**src/rtl/clk_gen_pkg.sv**
```systemverilog
// clk_gen_pkg
//   Shared types and default parameter values for the clock-enable generator.
//   - state_e         : lock FSM encoding (WAIT_LOCK, LOCKED, RELOCK)
//   - DEF_*           : default values for the clk_gen / clk_gen_channel parameters
//   - LOCK_CNT_W      : lock counter width, wide enough for LOCK_CYCLES up to 65535
package clk_gen_pkg;

  typedef enum logic [1:0] {
    ST_WAIT_LOCK = 2'd0,
    ST_LOCKED    = 2'd1,
    ST_RELOCK    = 2'd2
  } state_e;

  localparam int DEF_NUM_CH      = 4;
  localparam int DEF_DIV_W       = 8;
  localparam int DEF_LOCK_CYCLES = 16;
  localparam int DEF_DIV_VAL     = 2;
  localparam int LOCK_CNT_W      = 16;

endpackage : clk_gen_pkg

```
**src/rtl/clk_gen_channel.sv**
```systemverilog
// clk_gen_channel
//   One clock-enable channel: divisor/phase configuration registers, a phase
//   counter and the ce/sq decode.
//   Ports:
//     clk, rst_n  : clock, asynchronous active-low reset
//     wr_i        : load div_i/phase_i into the configuration registers
//     div_i       : new divisor (0 disables the channel)
//     phase_i     : new counter start value
//     load_i      : the FSM is entering LOCKED on this edge; start counter at phase
//     run_i       : FSM is in LOCKED (registered state decode)
//     ce_o        : clock-enable pulse, high when counter = div-1
//     sq_o        : square wave, high while counter < ceil(div/2)
module clk_gen_channel
  import clk_gen_pkg::*;
#(
  parameter int DIV_W   = DEF_DIV_W,
  parameter int DEF_DIV = DEF_DIV_VAL
) (
  input  logic             clk,
  input  logic             rst_n,
  input  logic             wr_i,
  input  logic [DIV_W-1:0] div_i,
  input  logic [DIV_W-1:0] phase_i,
  input  logic             load_i,
  input  logic             run_i,
  output logic             ce_o,
  output logic             sq_o
);

  localparam int HW = DIV_W + 1;

  logic [DIV_W-1:0] div_q, div_d;
  logic [DIV_W-1:0] phase_q, phase_d;
  logic [DIV_W-1:0] cnt_q, cnt_d;
  logic [HW-1:0]    half_s;
  logic             at_last_s;

  // Extra bit keeps ceil(div/2) exact for div = 2^DIV_W-1.
  assign half_s    = ({1'b0, div_q} + HW'(1)) >> 1;
  assign at_last_s = (div_q != '0) && (cnt_q == (div_q - DIV_W'(1)));

  // Next-state logic for configuration registers and phase counter.
  always_comb begin
    div_d   = div_q;
    phase_d = phase_q;
    cnt_d   = cnt_q;
    if (wr_i) begin
      div_d   = div_i;
      phase_d = phase_i;
    end else begin
      div_d   = div_q;
      phase_d = phase_q;
    end
    // load and run are never both set: load only happens outside LOCKED.
    if (load_i) begin
      cnt_d = (phase_q < div_q) ? phase_q : '0;
    end else if (run_i) begin
      if (div_q == '0) begin
        cnt_d = '0;
      end else if (at_last_s) begin
        cnt_d = '0;
      end else begin
        cnt_d = cnt_q + DIV_W'(1);
      end
    end else begin
      cnt_d = cnt_q;
    end
  end

  // Channel state registers.
  always_ff @(posedge clk or negedge rst_n) begin
    if (!rst_n) begin
      div_q   <= DIV_W'(DEF_DIV);
      phase_q <= '0;
      cnt_q   <= '0;
    end else begin
      div_q   <= div_d;
      phase_q <= phase_d;
      cnt_q   <= cnt_d;
    end
  end

  // Outputs decode registers only; run_i is itself a registered-state decode.
  assign ce_o = run_i && at_last_s;
  assign sq_o = run_i && ({1'b0, cnt_q} < half_s);

endmodule : clk_gen_channel

```
**src/rtl/clk_gen.sv**
```systemverilog
// clk_gen
//   Multi-channel clock-enable generator with a settle/lock FSM. Any valid
//   configuration write or sync request drops lock for LOCK_CYCLES cycles, after
//   which all channels restart aligned on the same edge.
//   Ports:
//     clk, rst_n  : sole clock, asynchronous active-low reset
//     cfg_valid   : configuration request
//     cfg_ready   : high in LOCKED; transfer when cfg_valid && cfg_ready
//     cfg_ch      : target channel (indices >= NUM_CH are accepted and ignored)
//     cfg_div     : new divisor (0 disables the channel)
//     cfg_phase   : counter start value applied on lock
//     sync_req    : realign all channels
//     ce          : per-channel clock-enable pulses
//     sq          : per-channel square waves
//     locked      : outputs valid
module clk_gen
  import clk_gen_pkg::*;
#(
  parameter  int NUM_CH      = DEF_NUM_CH,
  parameter  int DIV_W       = DEF_DIV_W,
  parameter  int LOCK_CYCLES = DEF_LOCK_CYCLES,
  parameter  int DEF_DIV     = DEF_DIV_VAL,
  localparam int CH_W        = (NUM_CH > 1) ? $clog2(NUM_CH) : 1
) (
  input  logic              clk,
  input  logic              rst_n,
  input  logic              cfg_valid,
  output logic              cfg_ready,
  input  logic [CH_W-1:0]   cfg_ch,
  input  logic [DIV_W-1:0]  cfg_div,
  input  logic [DIV_W-1:0]  cfg_phase,
  input  logic              sync_req,
  output logic [NUM_CH-1:0] ce,
  output logic [NUM_CH-1:0] sq,
  output logic              locked
);

  localparam logic [LOCK_CNT_W-1:0] LOCK_LAST = LOCK_CNT_W'(LOCK_CYCLES - 1);
  localparam logic [CH_W:0]         NUM_CH_L  = (CH_W + 1)'(NUM_CH);

  state_e                  state_q, state_d;
  logic [LOCK_CNT_W-1:0]   lock_cnt_q, lock_cnt_d;
  logic                    in_locked_s;
  logic                    ch_ok_s;
  logic                    xfer_s;
  logic                    cfg_wr_s;
  logic                    load_s;

  assign in_locked_s = (state_q == ST_LOCKED);
  assign ch_ok_s     = ({1'b0, cfg_ch} < NUM_CH_L);
  assign xfer_s      = in_locked_s && cfg_valid;
  assign cfg_wr_s    = xfer_s && ch_ok_s;
  // Channels start their counters on the same edge the FSM enters LOCKED.
  assign load_s      = !in_locked_s && (state_d == ST_LOCKED);

  // Lock FSM next-state and lock counter.
  always_comb begin
    state_d    = state_q;
    lock_cnt_d = lock_cnt_q;
    case (state_q)
      ST_WAIT_LOCK, ST_RELOCK: begin
        if (sync_req) begin
          lock_cnt_d = '0;
        end else if (lock_cnt_q == LOCK_LAST) begin
          state_d    = ST_LOCKED;
          lock_cnt_d = '0;
        end else begin
          lock_cnt_d = lock_cnt_q + LOCK_CNT_W'(1);
        end
      end
      ST_LOCKED: begin
        // A write and a sync on the same edge still produce a single RELOCK.
        if (cfg_wr_s || sync_req) begin
          state_d    = ST_RELOCK;
          lock_cnt_d = '0;
        end else begin
          state_d    = ST_LOCKED;
          lock_cnt_d = lock_cnt_q;
        end
      end
      default: begin
        state_d    = ST_WAIT_LOCK;
        lock_cnt_d = '0;
      end
    endcase
  end

  // Lock FSM state register.
  always_ff @(posedge clk or negedge rst_n) begin
    if (!rst_n) begin
      state_q    <= ST_WAIT_LOCK;
      lock_cnt_q <= '0;
    end else begin
      state_q    <= state_d;
      lock_cnt_q <= lock_cnt_d;
    end
  end

  assign locked    = in_locked_s;
  assign cfg_ready = in_locked_s;

  for (genvar g = 0; g < NUM_CH; g++) begin : g_ch
    localparam logic [CH_W-1:0] IDX = CH_W'(g);

    clk_gen_channel #(
      .DIV_W   (DIV_W),
      .DEF_DIV (DEF_DIV)
    ) u_ch (
      .clk     (clk),
      .rst_n   (rst_n),
      .wr_i    (cfg_wr_s && (cfg_ch == IDX)),
      .div_i   (cfg_div),
      .phase_i (cfg_phase),
      .load_i  (load_s),
      .run_i   (in_locked_s),
      .ce_o    (ce[g]),
      .sq_o    (sq[g])
    );
  end

endmodule : clk_gen

```
**config.mk**
```make
export PLATFORM = sky130hd
export DESIGN_NAME = clk_gen
export DESIGN_NICKNAME = d
export VERILOG_FILES = /design/src/rtl/clk_gen_pkg.sv /design/src/rtl/clk_gen_channel.sv /design/src/rtl/clk_gen.sv
export SDC_FILE = /design/constraint.sdc
export NUM_CORES = 1
export LEC_CHECK = 0
export CAP_MARGIN = 10
export CELL_PAD_IN_SITES_DETAIL_PLACEMENT = 1
export CELL_PAD_IN_SITES_GLOBAL_PLACEMENT = 1
export CORE_UTILIZATION = 49
export CTS_CLUSTER_SIZE = 10
export DETAILED_ROUTE_END_ITERATION = 6
export PLACE_DENSITY_LB_ADDON = 0.1
export SYNTH_ARGS = -nofsm -noshare
export SYNTH_HDL_FRONTEND = slang
export SYNTH_SLANG_ARGS = --single-unit
```
**constraint.sdc**
```tcl
create_clock -name clk -period 4.25 [get_ports clk]
set_input_delay 0.85 -clock clk [delete_from_list [all_inputs] [get_ports clk]]
set_output_delay 0.85 -clock clk [all_outputs]
set_load 0.05 [all_outputs]
```
==> metrics.csv <==
metric,value,unit
Mapped Cells,908,
Layout Utilization,56.41,%
met1 wire length,10.87,mm
ANT nets after route,0,
number of setup buffers added after CTS,0,
IO Pins,32,
Tot Pwr,2.654,mW
Critical Path Slowest Stage Cell,dfstp_2,
CTS root buffer,clkbuf_16,
"delay-heaviest family, CP",simple AND/OR/NAND/NOR gates,
Synth Flop Type,dfrtp_1,
max_slew headroom,23.08,%
largest net degree at the start of global routing,59,
switching part of the total,21.52,%
Final HPWL DP,18.07,mm
fillers,1931,
post-synthesis cell type count,65,
status,completed,
Bufs on Longest Clock Path,2,
Final GP Congestion,0.8941,
RSZ-0062 raised after global routing,no,
PwrDens,283.8,nW/µm²
max incr delay on CP,590,ps
P_int,2.083,mW
clk_lat worst skew,430,ps
Max Cap Viol,0,
Sink Count,114,
starting density of the core,50.05,%
fin. max-slew vios,0,
Final Hold Vio Count,0,
switching power,0.5712,mW
TNS Setup,0,ps
GRT Total Usage,30.96,%
FP Rows,47,
FMAX,248.7,MHz
CTS HTree Levels,4,
reg-to-reg critical path endpoint,g_ch[0].u_ch.cnt_q[3],
CORE AREA,16580,µm²
fin crit share,94.62,%
Area Overhead vs Synth,12.69,%
Die H,132.2,µm
post-DR vias/cell,6.222,
WHS,501.8,ps
combinational fraction of design power,3.1,%
post-synthesis net count,1003,
total clock buffers created by CTS,17,
die width,132.2,µm
Placed Area,8760,µm²
share of layout cells above drive strength 1,12.61,%
R2R Setup Slk,1250,ps
vias,7143,
Die ar.,17460,µm²
CP endpoint kind,output pin,
vias in the first global route,7774,
Clock transition at path regs,50,ps
Pleak,4.242,nW
Critical Path Start Type,flip-flop,
"Cell Area, Synth",8300,µm²
initial antenna violation count,0,
Yosys reg bits,114,
VDD IR max,0.2736,mV
worst-path fanout max,7,
wire per inst,21.96,µm
FF-to-FF Start,g_ch[0].u_ch.div_q[0],
drt initial violations,404,
Worst Hold Class,in2async,
critical path data required time,3400,ps
NumNets Final,1010,
Critical Path AT,3170,ps
first-pass iteration count of the detailed router,6,
Post-synth EDFFs,0,
Final min period,4021,ps
Setup Viol. Count Final,0,
GR Overflow Total,0,
"Avg Cell Area, Syn",9.141,µm²
met3 wire len,881,µm
DR top layer,met4,
met2 wire len,12.88,mm
Buffers & Inverters on Critical Path,1,
Finished Cell Area,9354,µm²
Setup CP Type,reg2out,
Worst Tran Pin Value,1154,ps
FF-to-FF path depth,9,
first-pass GRT wire length,41.95,mm
"critical path, cell by cell",ha_1 -> nand3_1 -> nor3_1 -> nand3_1 -> ha_1 -> a211o_1 -> a31oi_1 -> dlygate4sd2_1,
I/O Buffers,31,
# diodes,0,
DRC,0,
CTS tree,yes,
Total Wirelength,25.22,mm
Clk pwr share,55.6,%
Worst Skew,8.655,ps
sequential power share,41.2,%
Synth Warn #,0,
"Seq/Total Area, Yosys",34.43,%
"Async S/R FF share, synth",100.0,%
-- how the worst max path moves through the flow --
stage	depth (start not counted)	start	endpoint	slack, ps
4_1_cts	8	g_ch[3].u_ch.div_q[1]	sq[3]	20
6_report	8	g_ch[0].u_ch.div_q[1]	sq[0]	230
5_1_grt	7	g_ch[1].u_ch.div_q[2]	ce[1]	2
3_3_place_gp	9	g_ch[0].u_ch.div_q[1]	sq[0]	520
3_5_place_dp	8	g_ch[0].u_ch.div_q[1]	sq[0]	450
2_1_floorplan	10	g_ch[0].u_ch.div_q[0]	ce[0]	750
-- cells by family (layout without fill, tap and decap cells) --
| kind of cell | after synthesis | count (layout) | synth area share, % |
|---|---|---|---|
| mux | 48 | 48 | 6.497 |
| xor+xnor | 76 | 76 | 8.019 |
| simple gates | 329 | 329 | 20.30 |
| compound gates | 168 | 168 | 14.61 |
| flops | 114 | 114 | 34.43 |
| fa+ha+maj | 73 | 73 | 11.00 |
| buf+inv | 100 | 120 | 5.140 |
-- per-stage QoR --
stage	setup WS (ps)	cells
6_report	228.5	1148
5_1_grt	2.209	1148
4_1_cts	16.88	1148
3_5_place_dp	454.1	1116
3_3_place_gp	519.6	1116
2_1_floorplan	745.5	908
-- layout make-up --
cell class	count	area (µm²)	share of cell area, %
flip-flops and latches	114	2858	30.55
clock buffers	26	489.2	5.230
inverters	43	161.4	1.726
multi-input cells	694	5032	53.80
clock inverters	6	105.1	1.124
repair buffers	45	432.9	4.628
well taps	220	275.3	2.943
-- power by group through the flow --
stage	logic (mW)	clock network (mW)	registers, mW
detailed placement	0.0837	0	1.11
finish	0.0832	1.48	1.09
global route	0.0903	1.54	1.09
CTS	0.0841	1.50	1.09
global placement	0.0810	0	1.11
floorplan	0.0172	0	1.11
-- placed cells by master, fill, tap and decap left out, types with 11 or more instances in the layout --
master / instances
nand2b_1: 14
a32oi_1: 11
dfrtp_1: 110
o21ai_0: 37
clkdlybuf4s50_1: 24
clkbuf_16: 17
a21o_1: 19
inv_1: 41
nor2_1: 62
a22oi_1: 14
nand3_1: 58
buf_4: 14
a31oi_1: 11
nand4_1: 28
o211ai_1: 14
mux2_2: 47
xor2_1: 25
nand2_1: 76
ha_1: 72
nor4_1: 13
xnor2_1: 51
nor3_1: 17
-- flip-flops by register name (all words and copies together) (netlist names) --
signal             count
state_q                2
g_ch.u_ch.cnt_q       32
g_ch.u_ch.div_q       32
g_ch.u_ch.phase_q     32
lock_cnt_q            16
-- synthesized netlist by cell type, types with 18 or more instances --
cell type	count	area share, %
nand2_1	76	3.4
nand4_1	28	2.1
mux2_2	47	6.4
ha_1	73	11
clkbuf_1	44	2.0
xnor2_1	51	5.4
a21o_1	19	1.7
nor2_1	62	2.8
nand3_1	58	3.5
xor2_1	25	2.6
inv_1	42	1.9
nor3_1	18	1.1
dfrtp_1	110	33
o21ai_0	37	2.2
-- repair_timing --
item / 4_1_cts / 5_1_grt
gates resized for setup: 3 / 7
pin swaps: 0 / 0
setup endpoints to repair: 3 / 4
hold buffers: 0 / 0
-- per-layer routing --
layer,up-vias,track usage [%]
met3,55,5.690
met5,-,0
met1,3657,38.30
met2,139,53.35
li1,3292,-
met4,0,12.21
No activity file was read; power rests on OpenSTA's default activity.
